## src/rtl/rom_arbiter_pkg.sv

```systemverilog
// Shared definitions for the two-requester ROM arbiter:
// FSM state encoding, default geometry and counter sizing.
package rom_arbiter_pkg;

    localparam int unsigned ADDR_W_DEF  = 24;
    localparam int unsigned DATA_W_DEF  = 16;
    localparam int unsigned TIMEOUT_DEF = 255;

    typedef enum logic [1:0] {
        ST_IDLE,
        ST_ISSUE,
        ST_WAIT,
        ST_RESP
    } arb_state_e;

    // Width of the WAIT counter; never narrower than one bit.
    function automatic int unsigned cnt_width(input int unsigned timeout);
        return (timeout < 1) ? 1 : $clog2(timeout + 1);
    endfunction

endpackage

```

## src/rtl/rr_arbiter2.sv

```systemverilog
// Two-way arbiter: a lone request wins outright; a tie goes to
// requester 0 under fixed priority, else to the one not served last.
module rr_arbiter2 (
    input  logic [1:0] req,
    input  logic       last_served,
    input  logic       fixed_pri,
    output logic [1:0] gnt
);

    always_comb begin
        gnt = 2'b00;
        if (req == 2'b11) begin
            if (fixed_pri || last_served) begin
                gnt = 2'b01;
            end else begin
                gnt = 2'b10;
            end
        end else begin
            gnt = req;
        end
    end

endmodule

```

## src/rtl/rom_arbiter.sv

```systemverilog
// Shares one ROM controller between a sound and a dma requester,
// with per-requester read data, completion pulse and timeout flag.
module rom_arbiter
    import rom_arbiter_pkg::*;
#(
    parameter int unsigned ADDR_W    = ADDR_W_DEF,
    parameter int unsigned DATA_W    = DATA_W_DEF,
    parameter int unsigned TIMEOUT   = TIMEOUT_DEF,
    parameter bit          FIXED_PRI = 1'b0
) (
    input  logic              clk,
    input  logic              rst,
    input  logic              req0_load,
    input  logic [ADDR_W-1:0] req0_addr,
    output logic [DATA_W-1:0] req0_data,
    output logic              req0_ready,
    output logic              req0_err,
    input  logic              req1_load,
    input  logic [ADDR_W-1:0] req1_addr,
    output logic [DATA_W-1:0] req1_data,
    output logic              req1_ready,
    output logic              req1_err,
    output logic [ADDR_W-1:0] rom_addr,
    output logic              rom_load,
    input  logic [DATA_W-1:0] rom_data,
    input  logic              rom_ready,
    output logic              busy
);

    localparam int unsigned    CNT_W  = cnt_width(TIMEOUT);
    localparam logic [CNT_W:0] TO_LIM = (CNT_W + 1)'(TIMEOUT);

    arb_state_e        state_q, state_d;
    logic              gnt_q, gnt_d;
    logic              last_q, last_d;
    logic              drop_q, drop_d;
    logic [ADDR_W-1:0] addr_q, addr_d;
    logic [CNT_W-1:0]  cnt_q, cnt_d;
    logic [DATA_W-1:0] data0_q, data0_d;
    logic [DATA_W-1:0] data1_q, data1_d;
    logic [1:0]        ready_q, ready_d;
    logic [1:0]        err_q, err_d;

    logic [1:0]        arb_gnt;
    logic              gnt_load;
    logic              keep;
    logic [CNT_W:0]    cnt_inc;
    logic              timed_out;
    logic [DATA_W-1:0] resp_data;

    rr_arbiter2 u_arb (
        .req         ({req1_load, req0_load}),
        .last_served (last_q),
        .fixed_pri   (FIXED_PRI),
        .gnt         (arb_gnt)
    );

    assign gnt_load  = gnt_q ? req1_load : req0_load;
    assign keep      = !drop_q && gnt_load;
    assign cnt_inc   = {1'b0, cnt_q} + 1'b1;
    assign timed_out = (cnt_inc >= TO_LIM);
    assign resp_data = rom_ready ? rom_data : '1;

    always_comb begin
        state_d  = state_q;
        gnt_d    = gnt_q;
        last_d   = last_q;
        drop_d   = drop_q;
        addr_d   = addr_q;
        cnt_d    = cnt_q;
        data0_d  = data0_q;
        data1_d  = data1_q;
        ready_d  = 2'b00;
        err_d    = 2'b00;
        rom_load = 1'b0;
        unique case (state_q)
            ST_IDLE: begin
                if (|arb_gnt) begin
                    state_d = ST_ISSUE;
                    gnt_d   = arb_gnt[1];
                    last_d  = arb_gnt[1];
                    drop_d  = 1'b0;
                    addr_d  = arb_gnt[1] ? req1_addr : req0_addr;
                end
            end
            ST_ISSUE: begin
                state_d  = ST_WAIT;
                cnt_d    = '0;
                rom_load = 1'b1;
                if (!gnt_load) begin
                    drop_d = 1'b1;
                end
            end
            ST_WAIT: begin
                cnt_d = cnt_inc[CNT_W-1:0];
                if (rom_ready || timed_out) begin
                    state_d = ST_RESP;
                    // An abandoned request still drains the ROM cycle silently.
                    if (keep) begin
                        ready_d[gnt_q] = 1'b1;
                        err_d[gnt_q]   = !rom_ready;
                        if (gnt_q) begin
                            data1_d = resp_data;
                        end else begin
                            data0_d = resp_data;
                        end
                    end
                end else if (!gnt_load) begin
                    drop_d = 1'b1;
                end
            end
            ST_RESP: begin
                state_d = ST_IDLE;
            end
            default: begin
                state_d = ST_IDLE;
            end
        endcase
    end

    always_ff @(posedge clk) begin
        if (rst) begin
            state_q <= ST_IDLE;
            gnt_q   <= 1'b0;
            last_q  <= 1'b1;
            drop_q  <= 1'b0;
            addr_q  <= '0;
            cnt_q   <= '0;
            data0_q <= '0;
            data1_q <= '0;
            ready_q <= 2'b00;
            err_q   <= 2'b00;
        end else begin
            state_q <= state_d;
            gnt_q   <= gnt_d;
            last_q  <= last_d;
            drop_q  <= drop_d;
            addr_q  <= addr_d;
            cnt_q   <= cnt_d;
            data0_q <= data0_d;
            data1_q <= data1_d;
            ready_q <= ready_d;
            err_q   <= err_d;
        end
    end

    assign rom_addr   = addr_q;
    assign busy       = (state_q != ST_IDLE);
    assign req0_data  = data0_q;
    assign req1_data  = data1_q;
    assign req0_ready = ready_q[0];
    assign req1_ready = ready_q[1];
    assign req0_err   = err_q[0];
    assign req1_err   = err_q[1];

endmodule

```

## config.mk

```make
export PLATFORM = sky130hd
export DESIGN_NAME = rom_arbiter
export DESIGN_NICKNAME = d
export VERILOG_FILES = /design/src/rtl/rom_arbiter_pkg.sv /design/src/rtl/rr_arbiter2.sv /design/src/rtl/rom_arbiter.sv
export SDC_FILE = /design/constraint.sdc
export NUM_CORES = 1
export LEC_CHECK = 0
export BUFFER_PORTS_ARGS = -buffer_cell sky130_fd_sc_hd__buf_2
export CAP_MARGIN = 20
export CORE_UTILIZATION = 48
export DETAILED_ROUTE_END_ITERATION = 10
export HOLD_SLACK_MARGIN = 0.1
export PLACE_DENSITY_LB_ADDON = 0.05
export SYNTH_ARGS = -nofsm -noshare
export SYNTH_HDL_FRONTEND = slang
export SYNTH_SLANG_ARGS = --single-unit
```

## constraint.sdc

```tcl
create_clock -name clk -period 2.3 [get_ports clk]
set_input_delay 0.46 -clock clk [delete_from_list [all_inputs] [get_ports clk]]
set_output_delay 0.46 -clock clk [all_outputs]
set_load 0.02 [all_outputs]
```

==> summary.txt, run 1 <==
STA
  • Clock Skew: 10.6 ps
  • Rel. slew slack: 58.1%
  • Final Critical Period: 2080 ps
  • Final Worst Setup Slack: 224 ps
  • Final setup vio count: 0
  • TNS Setup: 0 ps
  • Fmax: 0.482 GHz
  • Hold Vio Cnt, Final: 0
  • RSZ-0062 raised after global routing: false
  • Least-Margin Pin Slew: 629 ps
  • Tcrit/Tclk final: 90.3%
  • Final slew viol count: 0

GRT
  • Total GRT Usage: 21.9%
  • Grt ovf: 0
  • Largest net degree at the start of global routing: 71
  • Initial antenna violation count: 0
  • Global-route wire length before repair: 12.7 mm
  • Vias in the first global route: 2789

Pwr
  • Power per cell area: 918 nW/um^2
  • Worst ir drop on vdd: 0.528 mV
  • Pleak: 2.05 nW

Clocking
  • Cts hold-fix bufs: 0
  • Clock sinks: 73
  • H-tree depth: 3
  • Clk buf depth: 2
  • Post-CTS setup-driven buffer insertion count: 0
  • Root Driver: clkbuf_8
  • Clock latency on the worst-skew pair: 330 ps
  • Post-CTS sizing: 0
  • TritonCTS clock tree: built
  • Clk slew on worst S/H paths: 70 ps
  • CTS Buf Count: 9

Floorplanning
  • Starting Density: 50.9%
  • Die footprint: 7220 sq um
  • Std-Cell Rows: 29
  • I/O Pins: 131
  • Core area: 6490 sq um
  • Die width: 85.0 um
  • Die Y: 85.0 um

Synthesis
  • Synth Cell Area: 3310 sq um
  • Yosys cell types: 44
  • Syn Area/Cell: 9.06 sq um
  • Cells after Synth: 365
  • Yosys synthesis warning count: 0
  • #FFs+latches synth: 73
  • Number of enable flip-flop cells after synthesis: 0
  • Sequential-to-total area share from yosys stat: 44.2%
  • Synth Net Count: 440
  • Top FF cell, synth: dfxtp_1
  • Async SR Flop Fraction: 0%

Drt
  • DRC Markers: 0
  • Via count: 2991
  • TritonRoute pass-1 iters: 4
  • Initial DRC count: 110
  • Via-to-Cell Ratio: 5.24
  • Final ANT Viol Nets: 0
  • Drt wl/cell: 13.5 um
  • Overall routed net length: 7.69 mm

Critical path
  • Worst setup EP type: register
  • Crit path largest cell delay: 470 ps
  • CP cell instances: ha_1, nand3_1, o31a_1, nor2_1, a21oi_2, buf_4, a22oi_1
  • Worst EP required: 2550 ps
  • Critical path class: reg -> reg
  • Max Fanout on Critical Path: 17
  • Crit-path slowest cell: dfxtp_1
  • Critical Path AT: 2330 ps
  • Startpoint types: register

Final layout
  • Area Growth Syn to Fin: 25.7%
  • Most frequent cells in the layout: buf_2, dfxtp_1, nor2_1
  • Commonest non-fill, non-tap cell in the layout: buf_2
  • Fin util: 64.0%
  • Final nets: 565
  • Design Area, Final: 4160 sq um
  • Antenna cells: 0
  • Layout cell share with drive strength beyond 1: 32.6%

Place
  • Placer congestion estimate: 0.855
  • Post-DP HPWL: 5.41 mm
  • Quantity of I/O buffers inserted on ports: 130
  • Pre-CTS WS: 266 ps
  • DP Area: 4000 sq um

Status
  • Outcome: complete, no violations

Hold path
  • Worst Hold Class: in -> reg

Flow run
  • Max-cap viol count: 0
[final timing paths]
kind                     start            to  slack [ps]  depth (start not counted)
setup / recovery      cnt_q[0]  req1_data[6]         220                          7
hold / removal       rom_ready      err_q[0]         320                          2
setup reg to reg      cnt_q[0]  req1_data[6]         220                          7
hold reg to reg   req0_data[3]  req0_data[3]         470                          2
[layout make-up]
type                       instances  area (sq um)
tap                               77          96.3
timing repair buffer             139           718
clock inverter                     3          18.8
inverter                          12          45.0
fill                             581          2340
sequential                        73          1460
multi-input combinational        255          1680
clock buffer                      12           135
[critical path: cells and delay by family, from the launching register on]
| family | cells | cell delay, ps |
|---|---|---|
| buffers and inverters | 1 | 210 |
| DFF | 1 | 470 |
| and+or+nand+nor | 2 | 380 |
| adders and majority gates | 1 | 330 |
| AOI/OAI and AO/OA | 3 | 600 |
[cells in the mapped netlist (5+ instances only)]
library cell	count	area, sq um
clkbuf_1	13	48.8
nor3_1	5	25.0
nand2b_1	38	238
ha_1	6	75.1
o21ai_0	5	25.0
nand2_1	16	60.1
mux2i_1	26	260
a22oi_1	32	240
nor2_1	55	206
nand3_1	7	35.0
a211oi_1	24	180
inv_1	11	41.3
dfxtp_1	73	1460
a21oi_1	11	55.1
[metrics by stage]
| stage | hold WS (ps) | cells | power (mW) |
|---|---|---|---|
| after global placement | 461 | 556 | 3.00 |
| after global routing | 324 | 571 | 4.08 |
| after CTS | 314 | 571 | 3.86 |
| final | 322 | 571 | 3.81 |
| after detailed placement | 464 | 556 | 3.02 |
| after floorplan | 456 | 365 | 2.58 |
[logic make-up after synthesis]
| logic type | synth area share (%) |
|---|---|
| adders and majority gates | 2.27 |
| and+or+nand+nor | 19.5 |
| AOI/OAI and AO/OA | 20.6 |
| muxes | 7.87 |
| buffers and inverters | 5.49 |
| DFF | 44.2 |
[per-layer routing]
| layer | up-vias | wire length (um) | track usage, % | share of wire [%] |
|---|---|---|---|---|
| li1 | 1537 | - | - | - |
| met1 | 1340 | 3530 | 27.6 | 46 |
| met2 | 101 | 3540 | 35.6 | 46 |
| met3 | 13 | 491 | 5.54 | 6.4 |
| met4 | 0 | 140 | 9.55 | 1.8 |
| met5 | - | 0 | 0 | 0 |
[state kept, by name, indices dropped and copies added (netlist names)]
name	count
req0_data	16
ready_q	2
req1_data	16
drop_q	1
state_q	2
err_q	2
cnt_q	8
rom_addr	24
last_q	1
gnt_q	1
[where the power goes]
part / switching [mW] / leakage, nW / internal, mW
clock network: 0.441 / 0.0802 / 0.385
logic: 0.895 / 1.37 / 0.507
registers: 0.113 / 0.596 / 1.47
total: 1.45 / 2.05 / 2.37
(Power assumes the default switching activity.)
==> inputs of run 2 (changes only) <==
CORE_UTILIZATION = 44   (was 48)
clock period = 1.7 ns   (was 2.3 ns; I/O delays follow)
==> summary.txt, run 2 (synthesis gave the netlist of run 1 again) <==
STA
  • Clock Skew: 14.3 ps
  • TNS Setup: -1120 ps
  • RSZ-0062 raised after global routing: true
  • Final Critical Period: 1750 ps
  • Hold Vio Cnt, Final: 0
  • Tcrit/Tclk final: 103%
  • Rel. slew slack: 57.2%
  • Final setup vio count: 36
  • Fmax: 0.572 GHz
  • Final Worst Setup Slack: -48.7 ps
  • Final slew viol count: 0
  • Least-Margin Pin Slew: 643 ps

GRT
  • Largest net degree at the start of global routing: 71
  • Grt ovf: 0
  • Initial antenna violation count: 0
  • Total GRT Usage: 20.5%
  • Global-route wire length before repair: 12.6 mm
  • Vias in the first global route: 2693

Final layout
  • Register Area: 1470 sq um
  • Most frequent cells in the layout: buf_2, dfxtp_1, nor2_1
  • Final nets: 587
  • Max reg flops: 24
  • Commonest non-fill, non-tap cell in the layout: buf_2
  • Layout cell share with drive strength beyond 1: 39.1%
  • Area of the multi-input gates: 1770 sq um
  • Fillers: 649
  • Final Non-Filler Cells: 616
  • Area Growth Syn to Fin: 38.6%
  • Antenna cells: 0

Drt
  • TritonRoute pass-1 iters: 4
  • Overall routed net length: 8.32 mm
  • DRC Markers: 0
  • Drt wl/cell: 13.5 um
  • Final ANT Viol Nets: 0
  • Via-to-Cell Ratio: 5.14
  • Initial DRC count: 120
  • Via count: 3164

Floorplanning
  • I/O Pins: 131
  • Die footprint: 7860 sq um
  • Starting Density: 45.6%
  • Std-Cell Rows: 31
  • Core area: 7250 sq um
  • Die width: 88.7 um
  • Die Y: 88.7 um

Place
  • Quantity of I/O buffers inserted on ports: 130
  • Post-DP HPWL: 5.61 mm
  • Placer congestion estimate: 0.779
  • Inst Count DP: 594

Clocking
  • TritonCTS clock tree: built
  • Cts hold-fix bufs: 0
  • Clk buf depth: 2
  • CTS Buf Count: 9
  • H-tree depth: 3
  • Clock sinks: 73
  • Clk slew on worst S/H paths: 80 ps
  • Root Driver: clkbuf_8
  • Clock latency on the worst-skew pair: 350 ps

Pwr
  • Pleak: 2.22 nW
  • Switch share: 36.7%
  • Power per cell area: 1280 nW/um^2
  • Worst ir drop on vdd: 1.32 mV
  • Combinational power share: 39.7%
  • Net Sw Power: 2.14 mW
  • Reg power frac: 36.5%
  • Clock power share: 23.9%
  • Int Power: 3.70 mW

Critical path
  • Max Fanout on Critical Path: 17
  • Crit path largest cell delay: 380 ps
  • Startpoint types: register
  • CP top delay family: compound AO/OA/AOI/OAI gates
  • Critical Path AT: 1970 ps
  • Critical path class: reg -> reg
  • Crit-path slowest cell: dfxtp_4
  • Buf/Inv on CP: 1
  • CP cell instances: ha_4, and4bb_2, a211oi_4, nor3_2, a21oi_2, buf_12, a22oi_1
  • Worst setup EP type: register
  • Worst EP required: 1920 ps

Hold path
  • Worst Hold Class: in -> reg

Status
  • Outcome: finished, violations left
  • Violated checks: setup timing

Flow run
  • Max-cap viol count: 0
## run 2: layer usage
metal | global-route usage, % | share of wire (%)
met1 | 25.5 | 45
met4 | 5.28 | 0.81
met3 | 5.88 | 6.1
met5 | 0 | 0
met2 | 35.0 | 48
## run 2: stage by stage
stage / util, % / power, mW / instance area (sq um) / setup WS (ps) / hold slack [ps]
final: 63.2 / 5.85 / 4580 / -48.7 / 190
after global routing: 63.2 / 6.25 / 4580 / -169 / 204
after CTS: 62.1 / 5.73 / 4500 / -49.3 / 177
after detailed placement: 58.6 / 4.26 / 4250 / -70.0 / 463
after global placement: 58.6 / 4.24 / 4250 / -14.0 / 460
after floorplan: - / 3.51 / 3360 / -53.1 / 419
## run 2: final timing paths
check                from       endpoint  slack, ps  depth (start not counted)
max              cnt_q[0]  req1_data[14]        -50                          7
min             rom_ready       err_q[0]        190                          2
min reg2reg  req0_data[5]   req0_data[5]        470                          2
max reg2reg      cnt_q[0]  req1_data[14]        -50                          7
## run 2: cell type report
type / count / area share (%)
Multi-Input combinational cell: 255 / 38.6
Sequential cell: 73 / 32.1
Timing Repair Buffer: 161 / 21.1
Clock buffer: 11 / 3.09
Tap cell: 99 / 2.70
Clock inverter: 5 / 1.39
Inverter: 12 / 1.04
## run 2: timing repair
action / 4_1_cts / 5_1_grt
cloned: 0 / 1
setup endpoints to repair: 38 / 42
buffers inserted: 2 / 3
hold endpoints to repair: 0 / 0
resized for setup: 12 / 4
pin swaps: 3 / 3
## run 2: power groups by stage
stage               Combinational [mW]  Clock (mW)  Sequential, mW
global placement                  2.08           0            2.17
global route                      2.57        1.52            2.17
finish                            2.32        1.40            2.13
detailed placement                2.09           0            2.17
CTS                               2.15        1.44            2.14
floorplan                         1.06           0            2.45
==> inputs of run 3 (changes only) <==
SETUP_SLACK_MARGIN = 0.05   (was unset)
==> summary.txt, run 3 (synthesis gave the netlist of run 1 again) <==
Flow run
  • Max-cap viol count: 0

Critical path
  • Worst EP required: 1980 ps
  • Critical path class: reg -> reg
  • Max Fanout on Critical Path: 7
  • Worst setup EP type: register
  • Crit-path slowest cell: dfxtp_4
  • Buf/Inv on CP: 1
  • Startpoint types: register
  • CP top delay family: compound AO/OA/AOI/OAI gates
  • Crit path largest cell delay: 380 ps
  • Critical Path AT: 2050 ps
  • CP cell instances: ha_4, and4bb_2, a211oi_4, buf_4, nor2_2, a31oi_1, mux2i_1

STA
  • Fmax: 0.563 GHz
  • Final Worst Setup Slack: -75.4 ps
  • Least-Margin Pin Slew: 648 ps
  • Tcrit/Tclk final: 104%
  • Final setup vio count: 37
  • Clock Skew: 12.6 ps
  • Final Critical Period: 1780 ps
  • WHS: 192 ps
  • Hold Vio Cnt, Final: 0
  • RSZ-0062 raised after global routing: true
  • Rel. slew slack: 56.8%
  • Final slew viol count: 0

Final layout
  • Area of the multi-input gates: 1780 sq um
  • Area Growth Syn to Fin: 39.3%
  • Layout cell share with drive strength beyond 1: 39.7%
  • Antenna cells: 0
  • Fillers: 645
  • Final nets: 587
  • Final Non-Filler Cells: 616
  • Most frequent cells in the layout: buf_2, dfxtp_1, nor2_1
  • Commonest non-fill, non-tap cell in the layout: buf_2
  • Max reg flops: 24
  • Register Area: 1470 sq um

Floorplanning
  • Die Y: 88.7 um
  • Die width: 88.7 um
  • I/O Pins: 131
  • Core area: 7250 sq um
  • Starting Density: 45.6%
  • Die footprint: 7860 sq um
  • Std-Cell Rows: 31

Clocking
  • Clk buf depth: 2
  • CTS Buf Count: 9
  • H-tree depth: 3
  • Clock sinks: 73
  • Clk slew on worst S/H paths: 80 ps
  • Clock latency on the worst-skew pair: 350 ps
  • Root Driver: clkbuf_8
  • TritonCTS clock tree: built
  • Cts hold-fix bufs: 0

Pwr
  • Pwr Total: 5.91 mW
  • Power per cell area: 1280 nW/um^2
  • Worst ir drop on vdd: 1.12 mV
  • Pleak: 2.22 nW

Drt
  • TritonRoute pass-1 iters: 4
  • Wire length on met2: 4.03 mm
  • Via-to-Cell Ratio: 5.11
  • Via count: 3149
  • Initial DRC count: 110
  • Overall routed net length: 8.31 mm
  • Met3 routed WL: 509 um
  • Met1 wire length: 3.70 mm
  • DRC Markers: 0
  • Final ANT Viol Nets: 0
  • Top Layer Used: met4
  • Drt wl/cell: 13.5 um

GRT
  • Initial antenna violation count: 0
  • Largest net degree at the start of global routing: 71
  • Global-route wire length before repair: 12.7 mm
  • Vias in the first global route: 2705
  • Grt ovf: 0
  • Total GRT Usage: 20.7%

Status
  • Outcome: finished, violations left
  • Violated checks: setup timing

Place
  • Post-DP HPWL: 5.61 mm
  • Pre-CTS WS: -70.0 ps
  • Inst Count DP: 594
  • Quantity of I/O buffers inserted on ports: 130
  • Placer congestion estimate: 0.779

Hold path
  • Worst Hold Class: in -> reg
==> run 3: final cells by class <==
class	count	area share, %
multi-input cells	255	38.7
flip-flops and latches	73	32.0
repair buffers	161	21.1
clock buffers	11	3.07
well taps	99	2.69
clock inverters	5	1.39
inverters	12	1.09
==> run 3: power by group <==
group / switching [mW] / internal (mW)
combinational: 1.37 / 1.01
clock: 0.666 / 0.729
sequential: 0.140 / 1.99
==> run 3: worst paths after layout <==
kind / slack, ps / depth (start not counted) / endpoint / start
min: 190 / 2 / err_q[0] / rom_ready
max reg2reg: -80 / 7 / drop_q / cnt_q[0]
min reg2reg: 480 / 2 / req0_data[5] / req0_data[5]
max: -80 / 7 / drop_q / cnt_q[0]
==> run 3: worst reg2reg max path, delay by kind of cell (launching register included) <==
family / cells / cell delay (ps)
AO/OA/AOI/OAI: 2 / 510
AND/OR/NAND/NOR: 2 / 300
multiplexers: 1 / 190
buffers and inverters: 1 / 180
adder cells (fa/ha/maj): 1 / 160
flip-flops: 1 / 380
==> run 3: repair_timing <==
| action | CTS | global route |
|---|---|---|
| buffers inserted | 3 | 2 |
| pin swaps | 3 | 6 |
| gates resized for setup | 14 | 8 |
| setup endpoints to repair | 43 | 45 |
| cloned | 0 | 1 |
==> run 3: through the flow <==
stage          instance area, sq um  setup TNS [ps]  util, %
2_1_floorplan                  3360            -795        -
3_3_place_gp                   4250            -128     58.6
3_5_place_dp                   4250           -1840     58.6
4_1_cts                        4520            -551     62.4
5_1_grt                        4600           -5290     63.5
6_report                       4600           -1000     63.5
==> run 3: per-layer routing <==
metal / up-vias / track usage (%)
met3: 6 / 5.88
met4: 0 / 5.28
met5: - / 0
li1: 1592 / -
met1: 1453 / 26.5
met2: 98 / 34.5
